$ cat config.mk
export PLATFORM = sky130hd
export DESIGN_NAME = seq_pattern_gen
export DESIGN_NICKNAME = d
export VERILOG_FILES = /design/src/rtl/seq_pattern_gen.sv
export SDC_FILE = /design/constraint.sdc
export NUM_CORES = 1
export LEC_CHECK = 0
export ABC_CLOCK_PERIOD_IN_PS = 6200
export BUFFER_PORTS_ARGS = -buffer_cell sky130_fd_sc_hd__buf_2
export CORE_ASPECT_RATIO = 0.5
export CORE_MARGIN = 10
export CORE_UTILIZATION = 35
export DETAILED_ROUTE_END_ITERATION = 7
export GPL_ROUTABILITY_DRIVEN = 0
export PLACE_DENSITY_LB_ADDON = 0.15
export SETUP_SLACK_MARGIN = 0.2
export SYNTH_ARGS = -nofsm -noshare
export SYNTH_HDL_FRONTEND = slang
export SYNTH_SLANG_ARGS = --single-unit
$ cat constraint.sdc
create_clock -name clk_pulse -period 6.2 [get_ports clk_pulse]
set_input_delay 0.93 -clock clk_pulse [delete_from_list [all_inputs] [get_ports clk_pulse]]
set_output_delay 0.93 -clock clk_pulse [all_outputs]
set_load 0.01 [all_outputs]
$ cat src/rtl/seq_pattern_gen.sv
// Serial pattern transmitter: sends a captured pattern MSB-first, with an optional
// repetition count and idle gap between repetitions, to feed sequence detectors.
module seq_pattern_gen #(
    parameter int MAX_LEN = 16,
    parameter int LEN_W   = 4
) (
    input  logic               clk_pulse,
    input  logic               clear,
    input  logic               start,
    input  logic [MAX_LEN-1:0] pattern,
    input  logic [LEN_W-1:0]   len_m1,
    input  logic [3:0]         repeat_m1,
    input  logic [3:0]         gap,
    output logic               out_bit,
    output logic               out_valid,
    output logic               busy,
    output logic               done,
    output logic [1:0]         present_state
);

    localparam logic [1:0] IDLE = 2'b00;
    localparam logic [1:0] SEND = 2'b01;
    localparam logic [1:0] GAP  = 2'b10;
    localparam logic [1:0] DONE = 2'b11;

    localparam logic [LEN_W-1:0] IDX_ONE  = LEN_W'(1);
    localparam logic [LEN_W-1:0] IDX_ZERO = LEN_W'(0);

    logic [1:0]         state_r,   state_s;
    logic [MAX_LEN-1:0] pat_r,     pat_s;
    logic [LEN_W-1:0]   len_r,     len_s;
    logic [LEN_W-1:0]   idx_r,     idx_s;
    logic [3:0]         rep_r,     rep_s;
    logic [3:0]         gap_len_r, gap_len_s;
    logic [3:0]         gap_cnt_r, gap_cnt_s;

    logic out_bit_r,   out_bit_s;
    logic out_valid_r, out_valid_s;
    logic busy_r,      busy_s;
    logic done_r,      done_s;

    // Next-state and counter update logic.
    always_comb begin
        state_s   = state_r;
        pat_s     = pat_r;
        len_s     = len_r;
        idx_s     = idx_r;
        rep_s     = rep_r;
        gap_len_s = gap_len_r;
        gap_cnt_s = gap_cnt_r;
        case (state_r)
            IDLE: begin
                if (start) begin
                    pat_s     = pattern;
                    len_s     = len_m1;
                    idx_s     = len_m1;
                    rep_s     = repeat_m1;
                    gap_len_s = gap;
                    gap_cnt_s = 4'd0;
                    state_s   = SEND;
                end else begin
                    state_s   = IDLE;
                end
            end
            SEND: begin
                if (idx_r == IDX_ZERO) begin
                    if (rep_r == 4'd0) begin
                        state_s = DONE;
                    end else if (gap_len_r != 4'd0) begin
                        state_s   = GAP;
                        gap_cnt_s = gap_len_r - 4'd1;
                        rep_s     = rep_r - 4'd1;
                    end else begin
                        // Zero gap: reload immediately so repetitions abut with no bubble.
                        state_s = SEND;
                        idx_s   = len_r;
                        rep_s   = rep_r - 4'd1;
                    end
                end else begin
                    idx_s = idx_r - IDX_ONE;
                end
            end
            GAP: begin
                if (gap_cnt_r == 4'd0) begin
                    state_s = SEND;
                    idx_s   = len_r;
                end else begin
                    gap_cnt_s = gap_cnt_r - 4'd1;
                end
            end
            DONE: begin
                state_s = IDLE;
            end
            default: begin
                state_s = IDLE;
            end
        endcase
    end

    // Output values for the upcoming cycle, derived from the next state so outputs stay registered.
    always_comb begin
        out_bit_s   = 1'b0;
        out_valid_s = 1'b0;
        busy_s      = 1'b0;
        done_s      = 1'b0;
        case (state_s)
            SEND: begin
                out_bit_s   = pat_s[idx_s];
                out_valid_s = 1'b1;
                busy_s      = 1'b1;
            end
            GAP: begin
                busy_s = 1'b1;
            end
            DONE: begin
                done_s = 1'b1;
            end
            IDLE: begin
                busy_s = 1'b0;
            end
            default: begin
                busy_s = 1'b0;
            end
        endcase
    end

    // State, capture and output registers with synchronous clear.
    always_ff @(posedge clk_pulse) begin
        if (clear) begin
            state_r     <= IDLE;
            pat_r       <= '0;
            len_r       <= '0;
            idx_r       <= '0;
            rep_r       <= 4'd0;
            gap_len_r   <= 4'd0;
            gap_cnt_r   <= 4'd0;
            out_bit_r   <= 1'b0;
            out_valid_r <= 1'b0;
            busy_r      <= 1'b0;
            done_r      <= 1'b0;
        end else begin
            state_r     <= state_s;
            pat_r       <= pat_s;
            len_r       <= len_s;
            idx_r       <= idx_s;
            rep_r       <= rep_s;
            gap_len_r   <= gap_len_s;
            gap_cnt_r   <= gap_cnt_s;
            out_bit_r   <= out_bit_s;
            out_valid_r <= out_valid_s;
            busy_r      <= busy_s;
            done_r      <= done_s;
        end
    end

    assign out_bit       = out_bit_r;
    assign out_valid     = out_valid_r;
    assign busy          = busy_r;
    assign done          = done_r;
    assign present_state = state_r;

endmodule
==> metrics.txt, run 1 <==
outcome finished clean; row count 20; DRT met1 WL 2890 µm; Met2 Wirelength 2650 µm; antenna diode count 0; First-pass DRT Iterations 4; count of final hold-check violations 0; # IOs 37; Clock Pin Slew Worst Setup and Hold Paths 0.07 ns; flops & latches, synth 42; Area Overhead vs Synth 16.5%; xor/xnor share of the synthesized area 0%; CTS Buffer Depth 2; # port buffers 36; RSZ-0062 raised after global routing no; clock tree root driver cell clkbuf_16; Starting Density 37.4%; Net Sw Frac 30.7%; top sig layer met4; worst skew pair latency 0.29 ns; core area 6280 µm²; P_int 0.000578 W; met3 wire length 193 µm; utilization after layout 43.6%; ys flop type dfxtp_1; fraction of layout cells with a size suffix above 1 16.1%; Num CTS Buffers 5; pre-CTS WS 2.25 ns; asr flop ratio synth 0%; post-layout min period 4.00 ns; DRT Wirelength 5840 µm; die width 136 µm; Total Neg Setup Slack 0 ns; Clk pwr share 35.9%; Compound-Gate Fraction of Synth Area 18.2%; sequential share of power 37.7%; Yosys cell types 50; Crit Path Max Fanout 12; Die Area 10600 µm²; fin area 2740 µm²; Sw Pwr 0.000256 W; Worst Hold Class reg -> reg; Worst Skew 0.00752 ns; Critical Path RT 6.38 ns; multiplexer share of the synthesized area 9.53%; most frequent cells in the layout 65 x nand2_1, 42 x dfxtp_1, 36 x buf_2, 34 x a21oi_1, 21 x nor2_1; TritonCTS Sinks 42; Setup violations, final 0; Final WS setup 2.20 ns; antenna violation net count after detailed routing 0; Mapped Avg Cell Area 7.94 µm²; initial antenna violation count 0; vias in the first global route 2073; largest net degree at the start of global routing 42; max incr delay on CP 0.92 ns; VDD IR max 0.107 mV; Slowest cell on crit path nor3b_1; sequential share of the synthesized area 35.8%; filler instances 655; HPWL after detailed placement 4320 µm; largest family of logic cells by synthesized area simple AND/OR/NAND/NOR gates; DRC 0; postcts setup bufs 0; Cells after Synth 296; top post-synthesis cells by area dfxtp_1 36%, nand2_1 10%, a21oi_1 7.2%; CTS hold repair buffers 0; leakage 1.10 nW; max-slew violation count 0; Layout Nets 361; first-pass GRT wire length 9670 µm; htree depth 2; placed cell areas 2570 µm²; most common cell after layout, fill and taps aside nand2_1; Min Hold Slack 0.454 ns; startpoint class of the critical path flop; Chip Height 77.9 µm; crit share post-route 64.4%; crit end category flop; vias per std cell 5.18; Worst Reg-to-Reg Cells 10; measured slew at the worst slew-check pin 1.14 ns; Synth Cell Area 2350 µm²; fmax 0.250 GHz; CTS tree yes; Synth Area in Adders 4.79%; Warnings, synthesis 0; Comb power frac 26.4%; overall via count from detail_route 2123; CP Class reg -> reg; MaxCap Viol Count 0; Hold Path Depth 2; P per Cell Area 305 nW/µm²; initial DRC count 135; GRT Total Usage 10.9%; syn_nets 336; simple-gate area share of the yosys netlist 27.3%; EDFF count, synth 0; post-DR wirelength/cell 14.2 µm; Slew HR 24.0%; GR Overflow Total 0; CTS resizes 0; post-synth top area share 35.8%; critical-path cell list inv_1, ha_1, nor3b_1, nand2_1, o31ai_1, a211o_1, mux4_2, or4b_1, o311a_1, and4b_1; critical path arrival 4.17 ns; top cell type by total area after synthesis dfxtp_1
-- final cells by class --
type / count / area, µm² / area share [%]
Clock buffer: 6 / 129 / 4.71
Sequential cell: 42 / 841 / 30.7
Tap cell: 88 / 110 / 4.02
Inverter: 9 / 33.8 / 1.23
Clock inverter: 2 / 37.5 / 1.37
Timing Repair Buffer: 36 / 180 / 6.58
Multi-Input combinational cell: 227 / 1410 / 51.3
-- final timing paths --
check	endpoint	slack (ns)	start
max	out_bit$_SDFF_PP0_	2.20	idx_r[0]$_SDFF_PP0_
min	pat_r[7]$_SDFF_PP0_	0.45	pat_r[7]$_SDFF_PP0_
max reg2reg	out_bit$_SDFF_PP0_	2.20	idx_r[0]$_SDFF_PP0_
min reg2reg	pat_r[7]$_SDFF_PP0_	0.45	pat_r[7]$_SDFF_PP0_
-- per-stage QoR --
stage	total power [W]	std cells
6_report	0.000834	410
5_1_grt	0.000882	410
4_1_cts	0.000840	410
3_5_place_dp	0.000540	402
3_3_place_gp	0.000536	402
2_1_floorplan	0.000489	296
-- cell families (layout without fill, tap and decap cells) --
family	after synthesis	after routing
fa+ha+maj	9	9
simple gates	133	133
mux	16	16
compound gates	69	69
buf+inv	27	53
flops	42	42
-- registers in the layout, summed over array words and instances (netlist names) --
signal         flops
pat_r             16
rep_r              4
out_bit            1
out_valid          1
busy               1
idx_r              4
done               1
len_r              4
present_state      2
gap_cnt_r          4
gap_len_r          4
-- synthesized netlist by cell type (all sizes together) (4+ instances only) --
library cell	count
ha	9
o21ai	9
nand4	4
mux4	5
mux2i	10
nand2	65
inv	9
nor2b	8
buf	4
a21oi	34
clkbuf	14
dfxtp	42
nor3	6
nor2	22
a22oi	5
nand3	4
-- power groups by stage --
stage | combinational [W] | clock (W) | sequential (W)
after detailed placement | 0.000220 | 0 | 0.000321
after CTS | 0.000221 | 0.000304 | 0.000315
final | 0.000220 | 0.000299 | 0.000315
after global routing | 0.000248 | 0.000316 | 0.000319
after global placement | 0.000216 | 0 | 0.000320
after floorplan | 0.000171 | 0 | 0.000318
-- worst max-delay path: cells and delay by family (launching register included) --
family / cells / cell delay [ns]
simple gates: 4 / 1.78
compound gates: 3 / 0.88
mux: 1 / 0.56
flops: 1 / 0.37
fa+ha+maj: 1 / 0.19
buf+inv: 1 / 0.10
-- routing by layer --
metal	track usage, %	vias up
met3	3.02	9
met1	13.5	993
met4	4.12	0
li1	-	1093
met2	17.8	28
met5	0	-
No activity file was read; power rests on OpenSTA's default activity.
==> run 2, diff against run 1 <==
--- a/config.mk
+++ b/config.mk
@@ -5,7 +5,7 @@
 export SDC_FILE = /design/constraint.sdc
 export NUM_CORES = 1
 export LEC_CHECK = 0
-export ABC_CLOCK_PERIOD_IN_PS = 6200
+export ABC_CLOCK_PERIOD_IN_PS = 3300
 export BUFFER_PORTS_ARGS = -buffer_cell sky130_fd_sc_hd__buf_2
 export CORE_ASPECT_RATIO = 0.5
 export CORE_MARGIN = 10
==> constraint.sdc (replaced) <==
create_clock -name clk_pulse -period 3.3 [get_ports clk_pulse]
set_input_delay 0.495 -clock clk_pulse [delete_from_list [all_inputs] [get_ports clk_pulse]]
set_output_delay 0.495 -clock clk_pulse [all_outputs]
set_load 0.01 [all_outputs]
==> metrics.txt, run 2 (synthesis gave the netlist of run 1 again) <==
max incr delay on CP 0.50 ns (-0.42 ns); vias in the first global route 2107 (+1.6%); Layout Nets 370 (+2.5%); post-layout min period 2.97 ns (-1.02 ns); # port buffers 36 (unchanged); P per Cell Area 550 nW/µm² (+81%); Slowest cell on crit path mux4_2; area of the multi-input gates 1440 µm² (+2.2%); Worst Skew 0.00554 ns (-0.00198 ns); DRT Wirelength 6050 µm (+3.7%); fmax 0.336 GHz (+34%); largest net degree at the start of global routing 42 (unchanged); antenna diode count 0 (unchanged); RSZ-0062 raised after global routing no; startpoint class of the critical path flop; CTS Buffer Depth 2 (unchanged); row count 20 (unchanged); FF-to-FF End out_bit$_SDFF_PP0_; utilization after layout 44.9% (+1.3 points); first-pass GRT wire length 9910 µm (+2.4%); Biggest register pat_r; critical path arrival 3.15 ns (-1.02 ns); Chip Height 77.9 µm (unchanged); initial antenna violation count 0 (unchanged); DRC 0 (unchanged); vias per std cell 5.11 (-1.3%); worst skew pair latency 0.28 ns (about the same); placed cell areas 2640 µm² (+2.6%); HPWL after detailed placement 4520 µm (+4.6%); Worst Hold Class reg -> reg; Num CTS Buffers 5 (unchanged); GRT Total Usage 11.3% (+0.39 points); Hold Startpoint pat_r[7]$_SDFF_PP0_; clock tree root driver cell clkbuf_16; htree depth 2 (unchanged); Worst Reg-to-Reg Cells 10 (unchanged); outcome finished clean; measured slew at the worst slew-check pin 0.786 ns (-0.352 ns); Final WS setup 0.326 ns (-1.88 ns); pre-CTS WS 0.127 ns (-2.13 ns); Area Overhead vs Synth 20.0%; leakage 1.15 nW (+4.6%); MaxCap Viol Count 0 (unchanged); overall via count from detail_route 2141 (+0.85%); Setup violations, final 0 (unchanged); crit path buf inv count 1 (unchanged); RR Startpoint rep_r[0]$_SDFFE_PP0P_; antenna violation net count after detailed routing 0 (unchanged); Total Neg Setup Slack 0 ns (unchanged); crit end category flop; critical-path cell list inv_2, ha_2, or3b_4, and2_4, o31ai_2, a211o_1, mux4_2, or4b_1, o311a_1, and4b_1; sequential cell area 841 µm² (unchanged); Die Area 10600 µm² (unchanged); crit share post-route 90.1% (+26 points); reg2reg setup slack 0.33 ns (-1.88 ns); core area 6280 µm² (unchanged); Crit Path Max Fanout 5 (-7); final cell count without fillers 419 (+2.2%); # IOs 37 (unchanged); postcts setup bufs 0 (unchanged); most common cell after layout, fill and taps aside nand2_1; Hold Path Depth 2 (unchanged); most frequent cells in the layout 65 x nand2_1, 42 x dfxtp_1, 36 x buf_2, 34 x a21oi_1, 21 x nor2_1; Critical Path RT 3.48 ns (-2.90 ns); count of final hold-check violations 0 (unchanged); max-slew violation count 0 (unchanged); VDD IR max 0.208 mV (+95%); TritonCTS Sinks 42 (unchanged); CTS tree yes; First-pass DRT Iterations 4 (unchanged); initial DRC count 129 (-4.4%); max reg flops 16 (unchanged); fin area 2820 µm² (+3.1%); fraction of layout cells with a size suffix above 1 21.1% (+5.0 points); CP Class reg -> reg; Clock Pin Slew Worst Setup and Hold Paths 0.06 ns (about the same); hold path endpoint pat_r[7]$_SDFF_PP0_; filler instances 633 (-3.4%); die width 136 µm (unchanged); Crit path max-delay family simple AND/OR/NAND/NOR gates; Placed Instances 411 (+2.2%); Slew HR 47.3% (+23 points); GR Overflow Total 0 (unchanged); Starting Density 37.4% (unchanged); post-DR wirelength/cell 14.4 µm (+1.4%)
==> run 2: power by group <==
group          switching [W]  leakage (nW)  internal, W
clock               0.000196        0.0729     0.000299
combinational       0.000253         0.732     0.000210
sequential         0.0000383         0.345     0.000555
total               0.000487          1.15      0.00107
==> run 2: what timing repair did <==
| action | CTS | global route |
|---|---|---|
| hold buffers | 0 | 0 |
| gates cloned | 0 | 0 |
| endpoints found under the setup margin | 1 | 1 |
| gates resized for setup | 1 | 9 |
| pin swaps | 0 | 1 |
==> run 2: how the worst max path moves through the flow <==
| stage | start | end | slack [ns] | depth (start not counted) |
|---|---|---|---|---|
| 6_report | rep_r[0]$_SDFFE_PP0P_ | out_bit$_SDFF_PP0_ | 0.33 | 10 |
| 5_1_grt | rep_r[0]$_SDFFE_PP0P_ | out_bit$_SDFF_PP0_ | 0.19 | 10 |
| 4_1_cts | rep_r[0]$_SDFFE_PP0P_ | out_bit$_SDFF_PP0_ | 0.24 | 10 |
| 3_5_place_dp | idx_r[0]$_SDFF_PP0_ | out_bit$_SDFF_PP0_ | 0.13 | 10 |
| 3_3_place_gp | idx_r[0]$_SDFF_PP0_ | out_bit$_SDFF_PP0_ | 0.24 | 10 |
| 2_1_floorplan | rep_r[0]$_SDFFE_PP0P_ | out_bit$_SDFF_PP0_ | 0.31 | 11 |
==> run 2: worst register-to-register path, stage by stage, from the launching register on <==
cell and delay, ns:
dfxtp_1 0.32, inv_2 0.07, ha_2 0.19, or3b_4 0.38, and2_4 0.19, o31ai_2 0.21, a211o_1 0.19, mux4_2 0.50
or4b_1 0.51, o311a_1 0.14, and4b_1 0.16
==> run 2: area by class of cell <==
cell class | count | area share [%]
multi-input cells | 227 | 50.9
well taps | 88 | 3.90
clock buffers | 6 | 4.92
repair buffers | 45 | 8.78
flip-flops and latches | 42 | 29.8
inverters | 9 | 1.20
clock inverters | 2 | 0.444
==> run 2: metal layers <==
metal / vias up / track usage (%) / wire length (µm)
met5: - / 0 / 0
met4: 0 / 3.17 / 22
met3: 2 / 2.96 / 220
met2: 34 / 18.8 / 2830
met1: 987 / 14.2 / 2980
li1: 1118 / - / -
==> run 2: metrics by stage <==
| step | hold WS, ns | total power [W] |
|---|---|---|
| 5_1_grt | 0.458 | 0.00166 |
| 3_5_place_dp | 0.448 | 0.00105 |
| 2_1_floorplan | 0.433 | 0.000918 |
| 6_report | 0.454 | 0.00155 |
| 3_3_place_gp | 0.441 | 0.00104 |
| 4_1_cts | 0.450 | 0.00155 |
==> run 3, diff against run 2 <==
--- a/config.mk
+++ b/config.mk
@@ -5,7 +5,7 @@
 export SDC_FILE = /design/constraint.sdc
 export NUM_CORES = 1
 export LEC_CHECK = 0
-export ABC_CLOCK_PERIOD_IN_PS = 3300
+export ABC_CLOCK_PERIOD_IN_PS = 2400
 export BUFFER_PORTS_ARGS = -buffer_cell sky130_fd_sc_hd__buf_2
 export CORE_ASPECT_RATIO = 0.5
 export CORE_MARGIN = 10
==> constraint.sdc (replaced) <==
create_clock -name clk_pulse -period 2.4 [get_ports clk_pulse]
set_input_delay 0.36 -clock clk_pulse [delete_from_list [all_inputs] [get_ports clk_pulse]]
set_output_delay 0.36 -clock clk_pulse [all_outputs]
set_load 0.01 [all_outputs]
==> metrics.txt, run 3 (synthesis gave the netlist of run 1 again) <==
Critical Path RT 2.58 ns (-0.90 ns); fraction of layout cells with a size suffix above 1 36.6% (+15 points); row count 20 (unchanged); HPWL after detailed placement 4930 µm (+9.2%); max-slew violation count 0 (unchanged); Biggest register pat_r; DRT Wirelength 6480 µm (+7.1%); # IOs 37 (unchanged); fmax 0.354 GHz (+5.4%); worst skew pair latency 0.29 ns (about the same); Setup violations, final 1 (+1); MaxCap Viol Count 0 (unchanged); TritonCTS Sinks 42 (unchanged); Clock Pin Slew Worst Setup and Hold Paths 0.06 ns (about the same); Slew HR 69.8% (+23 points); Worst Skew 0.00690 ns (+0.00136 ns); Worst Hold Class in -> reg; leakage 1.43 nW (+24%); initial DRC count 104 (-19%); measured slew at the worst slew-check pin 0.452 ns (-0.333 ns); Placed Instances 461 (+12%); CTS Buffer Depth 2 (unchanged); CTS hold repair buffers 0 (unchanged); Area Overhead vs Synth 41.6%; First-pass DRT Iterations 4 (unchanged); Total Neg Setup Slack -0.421 ns (-0.421 ns); largest net degree at the start of global routing 41 (-2.4%); area of the multi-input gates 1540 µm² (+7.5%); GR Overflow Total 0 (unchanged); vias in the first global route 2279 (+8.2%); crit end category flop; clock tree root driver cell clkbuf_16; initial antenna violation count 0 (unchanged); Num CTS Buffers 5 (unchanged); Die Area 10600 µm² (unchanged); Chip Height 77.9 µm (unchanged); # port buffers 36 (unchanged); critical path arrival 3.01 ns (-0.14 ns); vias per std cell 5.12 (+0.26%); filler instances 609 (-3.8%); crit share post-route 118% (+27 points); startpoint class of the critical path flop; antenna diode count 0 (unchanged); CP Class reg -> reg; DRC 0 (unchanged); reg2reg setup slack -0.42 ns (-0.75 ns); GRT Total Usage 12.1% (+0.75 points); RSZ-0062 raised after global routing yes; VDD IR max 0.262 mV (+26%); count of final hold-check violations 0 (unchanged); Starting Density 37.4% (unchanged); first-pass GRT wire length 10500 µm (+5.7%); die width 136 µm (unchanged); sequential cell area 845 µm² (+0.45%); post-DR wirelength/cell 13.8 µm (-4.7%); Layout Nets 422 (+14%); most frequent cells in the layout 65 x nand2_1, 59 x buf_4, 39 x dfxtp_1, 36 x buf_2, 34 x a21oi_1; P per Cell Area 706 nW/µm² (+28%); antenna violation net count after detailed routing 0 (unchanged); Crit Path Max Fanout 3 (-2); outcome finished, violations left; htree depth 2 (unchanged); max reg flops 16 (unchanged); core area 6280 µm² (unchanged); CTS tree yes; post-layout min period 2.82 ns (-0.152 ns); overall via count from detail_route 2413 (+13%); failing checks negative setup slack; most common cell after layout, fill and taps aside nand2_1; final cell count without fillers 471 (+12%); utilization after layout 53.0% (+8.1 points); Final WS setup -0.421 ns (-0.748 ns)
## run 3: cell types whose count changed in the layout (fill, tap and decap cells not counted), moves of 2 or more
cell	before	now
buf_4	9	59
dfxtp_1	42	39
dfxtp_2	0	3
ha_1	8	5
ha_4	0	3
buf_6	0	2
inv_1	8	6
inv_2	1	3
mux2i_1	10	8
mux2i_4	0	2
o21ai_0	9	7
## run 3: stage by stage
stage / setup slack [ns] / total power [W] / area (µm²) / hold slack (ns)
3_5_place_dp: -0.452 / 0.00161 / 3040 / 0.447
6_report: -0.421 / 0.00235 / 3330 / 0.252
2_1_floorplan: -0.436 / 0.00129 / 2380 / 0.433
4_1_cts: -0.407 / 0.00233 / 3230 / 0.255
5_1_grt: -0.539 / 0.00251 / 3330 / 0.256
3_3_place_gp: -0.413 / 0.00159 / 3040 / 0.441
## run 3: routing by layer
layer	vias up	track usage (%)	routed length (µm)
li1	1225	-	-
met5	-	0	0
met1	1138	15.0	2910
met2	45	19.6	3140
met3	5	3.66	365
met4	0	3.81	68
## run 3: where the power goes
| group | internal (W) | switching [W] | leakage, nW |
|---|---|---|---|
| logic | 0.000443 | 0.000414 | 1.01 |
| clock network | 0.000391 | 0.000297 | 0.0704 |
| registers | 0.000764 | 0.0000395 | 0.346 |
## run 3: cell type report
class                           instances  area share, %
Tap cell                               88           3.31
Inverter                                9           1.02
Clock inverter                          3          0.752
Clock buffer                            5           3.76
Timing Repair Buffer                   97           19.4
Multi-Input combinational cell        227           46.4
Sequential cell                        42           25.4
## run 3: final timing paths
kind	to	cells past startpoint	start
max	out_bit$_SDFF_PP0_	10	rep_r[1]$_SDFFE_PP0P_
min	out_valid$_SDFF_PP0_	2	clear
max reg2reg	out_bit$_SDFF_PP0_	10	rep_r[1]$_SDFFE_PP0P_
min reg2reg	pat_r[5]$_SDFF_PP0_	2	pat_r[5]$_SDFF_PP0_
## run 3: critical path, cell delays in order, from the launching register on
cell,delay (ns)
dfxtp_2,0.32
inv_2,0.07
ha_4,0.14
or3b_4,0.38
and2_4,0.17
o31ai_2,0.17
a211o_1,0.18
mux4_2,0.50
or4b_4,0.48
o311a_1,0.13
and4b_1,0.17
## run 3: timing repair
item / 4_1_cts / 5_1_grt
endpoints found under the hold margin: 0 / 0
gates resized for setup: 9 / 21
endpoints found under the setup margin: 7 / 9
buffers inserted: 1 / 1
pin swaps: 2 / 3
